===== src/rtl/lcd_cmd_sequencer.sv =====
// rtl/lcd_cmd_sequencer.sv - command FIFO and issue sequencer feeding the LCD image-control stage
// Commands are issued one at a time against the consumer busy/done handshake; write-out (0) halts it.

module lcd_cmd_sequencer #(
   parameter int DEPTH   = 16,
   parameter int TIMEOUT = 255
) (
   input  logic                     clk,
   input  logic                     reset,
   input  logic                     push_valid,
   input  logic [3:0]               push_cmd,
   output logic                     push_ready,
   output logic [3:0]               cmd,
   output logic                     cmd_valid,
   input  logic                     busy,
   input  logic                     done,
   output logic [$clog2(DEPTH):0]   fifo_count,
   output logic [7:0]               issued_cnt,
   output logic                     seq_done,
   output logic                     err_illegal,
   output logic                     err_timeout
);

   localparam int              AW        = $clog2(DEPTH);
   localparam logic [AW:0]     FULL_CNT  = (AW+1)'(DEPTH);
   localparam logic [AW:0]     ONE_CNT   = (AW+1)'(1);
   localparam logic [AW-1:0]   ONE_PTR   = AW'(1);
   localparam logic [7:0]      TMO_LIMIT = 8'(TIMEOUT);

   typedef enum logic [1:0] {READY, WAIT_HI, WAIT_LO, HALT} state_t;

   state_t          state_q, state_d;
   logic [3:0]      mem_q [DEPTH];
   logic [AW-1:0]   wr_ptr_q, wr_ptr_d;
   logic [AW-1:0]   rd_ptr_q, rd_ptr_d;
   logic [AW:0]     count_q, count_d;
   logic [3:0]      cmd_q, cmd_d;
   logic            cmd_valid_q, cmd_valid_d;
   logic [7:0]      issued_q, issued_d;
   logic [7:0]      tmo_q, tmo_d;
   logic [7:0]      tmo_inc;
   logic            seq_done_q, seq_done_d;
   logic            err_ill_q, err_ill_d;
   logic            err_tmo_q, err_tmo_d;
   logic            push_acc;
   logic            push_legal;
   logic            pop;

   assign push_ready  = (count_q != FULL_CNT);
   assign cmd         = cmd_q;
   assign cmd_valid   = cmd_valid_q;
   assign fifo_count  = count_q;
   assign issued_cnt  = issued_q;
   assign seq_done    = seq_done_q;
   assign err_illegal = err_ill_q;
   assign err_timeout = err_tmo_q;

   always_comb begin
      push_acc    = push_valid & push_ready;
      push_legal  = push_acc & (push_cmd < 4'd12);
      pop         = 1'b0;
      state_d     = state_q;
      cmd_d       = cmd_q;
      cmd_valid_d = 1'b0;
      issued_d    = issued_q;
      tmo_inc     = tmo_q + 8'd1;
      tmo_d       = tmo_q;
      err_tmo_d   = err_tmo_q;
      err_ill_d   = push_acc & ~push_legal;

      unique case (state_q)
         READY: begin
            if ((count_q != '0) && !busy) begin
               pop         = 1'b1;
               cmd_d       = mem_q[rd_ptr_q];
               cmd_valid_d = 1'b1;
               issued_d    = issued_q + 8'd1;
               tmo_d       = 8'd0;
               state_d     = WAIT_HI;
            end
         end
         WAIT_HI: begin
            if (busy) begin
               state_d = WAIT_LO;
            end else begin
               tmo_d = tmo_inc;
               // Consumer never acknowledged: the command is dropped, not retried.
               if (tmo_inc == TMO_LIMIT) begin
                  err_tmo_d = 1'b1;
                  state_d   = READY;
               end
            end
         end
         WAIT_LO: begin
            if (cmd_q == 4'd0) begin
               if (done) state_d = HALT;
            end else if (!busy) begin
               state_d = READY;
            end
         end
         default: state_d = HALT;
      endcase

      seq_done_d = (state_d == HALT);
      wr_ptr_d   = push_legal ? (wr_ptr_q + ONE_PTR) : wr_ptr_q;
      rd_ptr_d   = pop ? (rd_ptr_q + ONE_PTR) : rd_ptr_q;

      unique case ({push_legal, pop})
         2'b10:   count_d = count_q + ONE_CNT;
         2'b01:   count_d = count_q - ONE_CNT;
         default: count_d = count_q;
      endcase
   end

   always_ff @(posedge clk or posedge reset) begin
      if (reset) begin
         state_q     <= READY;
         wr_ptr_q    <= '0;
         rd_ptr_q    <= '0;
         count_q     <= '0;
         cmd_q       <= 4'd0;
         cmd_valid_q <= 1'b0;
         issued_q    <= 8'd0;
         tmo_q       <= 8'd0;
         seq_done_q  <= 1'b0;
         err_ill_q   <= 1'b0;
         err_tmo_q   <= 1'b0;
         for (int i = 0; i < DEPTH; i++) mem_q[i] <= 4'd0;
      end else begin
         state_q     <= state_d;
         wr_ptr_q    <= wr_ptr_d;
         rd_ptr_q    <= rd_ptr_d;
         count_q     <= count_d;
         cmd_q       <= cmd_d;
         cmd_valid_q <= cmd_valid_d;
         issued_q    <= issued_d;
         tmo_q       <= tmo_d;
         seq_done_q  <= seq_done_d;
         err_ill_q   <= err_ill_d;
         err_tmo_q   <= err_tmo_d;
         if (push_legal) mem_q[wr_ptr_q] <= push_cmd;
      end
   end

endmodule


===== config.mk =====
export PLATFORM = sky130hd
export DESIGN_NAME = lcd_cmd_sequencer
export DESIGN_NICKNAME = d
export VERILOG_FILES = /design/src/rtl/lcd_cmd_sequencer.sv
export SDC_FILE = /design/constraint.sdc
export NUM_CORES = 1
export LEC_CHECK = 0
export ABC_CLOCK_PERIOD_IN_PS = 5270
export CAP_MARGIN = 15
export CORE_MARGIN = 1.5
export CORE_UTILIZATION = 40
export DETAILED_ROUTE_END_ITERATION = 10
export HOLD_SLACK_MARGIN = 0.06
export MAX_ROUTING_LAYER = met4
export SETUP_SLACK_MARGIN = 0.3
export SKIP_LAST_GASP = 1
export SLEW_MARGIN = 5
export SYNTH_ARGS = -nofsm -noshare
export SYNTH_HDL_FRONTEND = slang
export SYNTH_SLANG_ARGS = --single-unit

===== constraint.sdc =====
create_clock -name clk -period 5.27 [get_ports clk]
set_input_delay 1.581 -clock clk [delete_from_list [all_inputs] [get_ports clk]]
set_output_delay 1.581 -clock clk [all_outputs]
set_load 0.005 [all_outputs]

==> results of run 1 <==
[final cells by class]
type                    instances  area [um^2]
fillers                      1112         6350
flip-flops and latches        103         2580
multi-input cells             250         2330
repair buffers                 34          330
clock buffers                  11          233
well taps                     168          210
clock inverters                 5         42.5
inverters                      10         40.0
[routing by layer]
metal | GRT usage [%] | part of all wire [%] | vias up
li1 | - | - | 1435
met1 | 23.1 | 48 | 1579
met5 | - | 0 | -
met3 | 4.64 | 3.2 | 8
met2 | 27.1 | 48 | 56
met4 | 4.69 | 1.0 | 0
[worst paths after layout]
path	endpoint	startpoint	slack (ps)	depth (start not counted)
min in group asynchronous	tmo_q[3]	reset	1790	2
setup / recovery	fifo_count[4]	busy	1050	10
hold / removal	issued_cnt[7]	issued_cnt[7]	470	1
hold reg to reg	issued_cnt[7]	issued_cnt[7]	470	1
setup reg to reg	fifo_count[4]	fifo_count[0]	1670	9
max in group asynchronous	mem_q[46]	reset	2580	3
[sequential cells by signal, indices dropped and copies added, names as in the netlist]
name,count
mem_q,64
fifo_count,5
wr_ptr_q,4
seq_done,1
rd_ptr_q,4
err_illegal,1
cmd,4
err_timeout,1
issued_cnt,8
tmo_q,8
state_q,2
cmd_valid,1
[metrics by stage]
step / setup slack [ps] / power [mW]
CTS: 1080 / 2.60
global placement: 867 / 1.94
finish: 1050 / 2.57
global route: 839 / 2.73
floorplan: 985 / 1.75
detailed placement: 714 / 1.97
[power breakdown]
| group | leakage (nW) | internal (mW) | switching (mW) |
|---|---|---|---|
| sequential | 1.31 | 1.06 | 0.174 |
| combinational | 0.989 | 0.425 | 0.287 |
| clock | 0.131 | 0.326 | 0.303 |
| total | 2.43 | 1.81 | 0.764 |
[kinds of logic (layout without fill, tap and decap cells)]
| kind of cell | after synthesis | in the layout |
|---|---|---|
| AOI/OAI and AO/OA | 45 | 45 |
| xor gates and xnor gates | 19 | 19 |
| adders and majority gates | 13 | 13 |
| buffers and inverters | 26 | 60 |
| DFF | 103 | 103 |
| muxes | 90 | 90 |
| and+or+nand+nor | 83 | 83 |
[layout by cell type, fill, tap and decap left out, types with 2 or more instances in the layout]
cell type and count:
a21boi_0 2, a21boi_1 2, a21o_1 3, a21oi_1 4
and2_1 2, and3_1 3, buf_4 4, clkbuf_1 2
clkbuf_16 9, clkdlybuf4s50_1 30, clkinv_4 2, dfrtp_1 103
ha_1 12, inv_1 9, inv_6 2, mux2_1 2
mux2_2 51, mux2_4 12, mux2i_1 9, mux4_2 16
nand2_1 26, nand2b_1 5, nand3_1 8, nand4_1 9
nor2_1 16, nor2_4 3, nor3_1 2, nor4_1 2
o211ai_2 3, o21ai_0 15, o221ai_1 4, o31ai_1 2
xnor2_1 18
==> metrics.txt, run 1 <==
share of flip-flops with an asynchronous set or reset 100%; root buf cell clkbuf_16; Synth top cells by count dfrtp_1, mux2_2, nand2_1; RSZ-0062 raised after global routing no; CTS tree built; cts repair resizes 0; Nets 430; post-route non-filler standard cell count 581; RD Place Congestion 0.771; Tcrit/Tclk final 80.0%; Syn. warnings 0; P&R area growth vs syn 14.9%; area leader, netlist dfrtp_1; worst clock skew 10.6 ps; H-tree levels 3; clk_lat worst skew 350 ps; sequential-to-total area share from yosys stat 51.4%; Num CTS Buffers 9; first-pass GRT wire length 17.1 mm; FP Rows 40; IO Pins 31; DIE WIDTH 115 um; Clock Path Buffers 2; endpoints failing hold 0; worst-path maximum fanout 17; post-synthesis compound-gate area fraction 6.68%; Yosys top cell area share 51.4%; Post-DP Area 5490 um^2; diode count 0; Fmax 237 MHz; Total Routing Usage GR 17.6%; Post-synth EDFFs 0; routed via count 3078; Slew @ Worst Pin 946 ps; CP Launch Type input port; crit-path max cell delay 510 ps; grt ovf 0; Initial DRT Pass Iterations 4; Synth Register Bits 103; initial DRC count 210; Slew Limit Fails 0; post-route setup TNS 0 ps; Worst slew margin 36.9%; Simple-Gate Fraction of Synth Area 8.58%; Critical Path AT 4480 ps; Top delay family on crit path buffers and inverters; number of placed instances, taps included 565; status completed; Total Wirelength 10.1 mm; synth top area cells dfrtp_1, mux2_2, mux4_2; Pwr per Cell Area 447 nW/um^2; largest net degree at the start of global routing 79; CORE AREA 12100 um^2; post-synthesis cell count 379; top-count cell post-synth dfrtp_1; Yosys cell types 50; design area 5760 um^2; CP Capture Type register; Post-Synth Adder-Cell Area 3.39%; final setup violation count 0; final hold slack 470 ps; max cap viols 0; Crit path buffers/inverters 2; post-synthesis mux area share 24.5%; setup bufs post-CTS 0; HP Class reg -> reg; Main synth FF type dfrtp_1; initial antenna violation count 0; Required @ worst endpoint 5540 ps; CTS sink cnt 103; wire length per cell 17.4 um; Initial Util 41.4%; number of global-route vias before repair 3197; largest family of logic cells by synthesized area multiplexers; CP dominant cell by count ha_1; cell chain of the critical path clkdlybuf4s50_1, nor3_1, o21ai_2, inv_1, ha_1, ha_1, a21o_1, a21oi_1, mux2i_1, xnor2_1; DR DRC count 0; Synth Area in XOR/XNOR 3.32%; layout cell share with drive strength beyond 1 26.9%; post-synthesis cell area 5020 um^2; clk slew on worst S/H paths 70 ps; Routed Antenna Nets 0; VDD IR max 0.254 mV; Die Y 115 um; hold-fix buffers at CTS 0; Syn Area/Cell 13.2 um^2; Tmin final 4220 ps; die area 13200 um^2; DP HPWL 6.88 mm; Synth Net Count 401; PortBufs 30; Util after Layout 47.6%; Vias/cell 5.30; Pleak 2.43 nW; Setup CP Type in -> reg; Worst path slowest cell clkdlybuf4s50_1
Note: power is estimated with default switching activity, not from simulation.
==> run 2: changes to the inputs <==
- ABC_CLOCK_PERIOD_IN_PS: 5270 -> 3900
- clock period: 5.27 -> 3.9 ns (I/O delays scaled with it)
==> run 2 against run 1 <==
- clock skew shrank 1.0 ps
- sequential power is 35% higher
- register-to-register slack got worse by 660 ps
- combinational power up 37%
- sequential cell count unchanged
- cell count up 0.69%
- die area unchanged
- clock power increased by 53%
- critical path depth unchanged
- via count grew 1.3%
- critical path type unchanged
- critical endpoint unchanged
==> metrics.txt, run 2 (synthesis results as in run 1) <==
diode count 0 (unchanged); number of global-route vias before repair 3175 (-0.69%); number of fill cells 1078 (-3.1%); die area 13200 um^2 (unchanged); endpoints failing hold 0 (unchanged); status completed; Pwr per Cell Area 615 nW/um^2 (+38%); terminus of the critical flop-to-flop path fifo_count[4]; post-route setup TNS 0 ps (unchanged); RSZ-0062 raised after global routing no; cts repair resizes 0 (unchanged); Critical Path AT 3500 ps (-980 ps); clk_lat worst skew 350 ps (about the same); setup bufs post-CTS 0 (unchanged); CP Launch Type input port; DP HPWL 6.87 mm (-0.16%); max FFs per register 64 (unchanged); register area 2580 um^2 (unchanged); DR DRC count 0 (unchanged); hold_sp err_timeout; Largest Register mem_q; reg2reg setup slack 1010 ps (-660 ps); CORE AREA 12100 um^2 (unchanged); max cap viols 0 (unchanged); most common cell after layout, fill and taps aside dfrtp_1; worst-path maximum fanout 6 (-11); PortBufs 30 (unchanged); VDD IR max 0.284 mV (+12%); reg-to-reg startpoint fifo_count[0]; RD Place Congestion 0.783 (+1.7%); layout cell share with drive strength beyond 1 27.8% (+0.94 points); Hold Path Stages 1 (unchanged); reg2reg path depth 9 (unchanged); Vias/cell 5.33 (+0.61%); Required @ worst endpoint 4170 ps (-1370 ps); Total Routing Usage GR 17.3% (-0.26 points); Tmin final 3230 ps; IO Pins 31 (unchanged); Nets 435 (+1.2%); first-pass GRT wire length 16.9 mm (-1.3%); CTS tree built; Initial DRT Pass Iterations 4 (unchanged); multi-input logic area 2330 um^2 (unchanged); Post-DP Area 5540 um^2 (+0.93%); FP Rows 40 (unchanged); Die Y 115 um (unchanged); Fmax 309 MHz; design area 5850 um^2 (+1.5%); DIE WIDTH 115 um (unchanged); final setup violation count 0 (unchanged); H-tree levels 3 (unchanged); Hold Path Sink err_timeout; Num CTS Buffers 9 (unchanged); initial antenna violation count 0 (unchanged); clk slew on worst S/H paths 70 ps (about the same); Initial Util 41.4% (unchanged); Clock Path Buffers 2 (unchanged); P&R area growth vs syn 16.6%; HP Class reg -> reg; Slew @ Worst Pin 895 ps (-51.2 ps); routed via count 3118 (+1.3%); Pleak 2.48 nW (+1.9%); hold-fix buffers at CTS 0 (unchanged); worst clock skew 9.60 ps (-1.00 ps); Slew Limit Fails 0 (unchanged); CTS sink cnt 103 (unchanged); grt ovf 0 (unchanged); largest net degree at the start of global routing 60 (-24%); Total Wirelength 10.2 mm (+0.24%); Tcrit/Tclk final 82.8%; Worst slew margin 40.3% (+3.4 points); CP Capture Type register; Setup CP Type in -> reg; wire length per cell 17.4 um (-0.45%); most frequent cells in the layout dfrtp_1, mux2_2, clkdlybuf4s50_1, nand2_1, xnor2_1; Routed Antenna Nets 0 (unchanged); root buf cell clkbuf_16; initial DRC count 216 (+2.9%)
[run 2: cell count changes in the layout (fill, tap and decap cells not counted)]
cell / before / now
clkbuf_1: 2 / 1
bufinv_16: 0 / 2
buf_4: 4 / 8
clkinv_4: 2 / 1
buf_12: 0 / 1
inv_6: 2 / 1
clkinv_2: 0 / 1
inv_4: 1 / 0
[run 2: worst max path at each step]
stage,end,slack [ps],from
5_1_grt,fifo_count[4],510,push_cmd[3]
6_report,fifo_count[4],670,push_cmd[3]
3_3_place_gp,fifo_count[4],400,push_cmd[3]
3_5_place_dp,fifo_count[4],330,push_cmd[3]
2_1_floorplan,fifo_count[4],730,push_cmd[3]
4_1_cts,fifo_count[4],680,push_cmd[3]
[run 2: critical path, cell delays in order]
cell             delay [ps]
clkdlybuf4s50_1         420
nand2_1                 140
o211a_2                 280
inv_1                    60
ha_1                    260
fa_1                    440
a21o_1                  200
a21oi_1                 160
mux2i_1                 230
xnor2_1                 130
[run 2: through the flow]
stage          utilization, %  hold slack (ps)  instances  setup slack [ps]  power, mW
2_1_floorplan               -              459        379               729       2.37
3_3_place_gp             45.7              462        570               400       2.62
3_5_place_dp             45.7              454        570               325       2.66
4_1_cts                  48.3              471        585               678       3.63
5_1_grt                  48.3              499        585               511       3.80
6_report                 48.3              467        585               669       3.60
[run 2: metal layers]
layer	up-vias	GRT usage, %	share of wire [%]	wire (um)
li1	1444	-	-	-
met1	1603	22.7	49	4970
met2	57	26.9	46	4720
met3	14	3.58	3.0	300
met4	0	5.76	1.6	167
met5	-	-	0	0
[run 2: where the power goes]
group          total [mW]  internal (mW)  leakage, nW  switching, mW
clock               0.961          0.562        0.153          0.399
sequential           1.66           1.43         1.31          0.230
combinational       0.974          0.584         1.01          0.391
[run 2: final cells by class]
| type | instances | share of cell area [%] |
|---|---|---|
| Multi-Input combinational cell | 250 | 39.8 |
| Inverter | 10 | 0.706 |
| Clock inverter | 5 | 1.41 |
| Timing Repair Buffer | 39 | 6.50 |
| Clock buffer | 10 | 3.91 |
| Sequential cell | 103 | 44.1 |
| Tap cell | 168 | 3.59 |
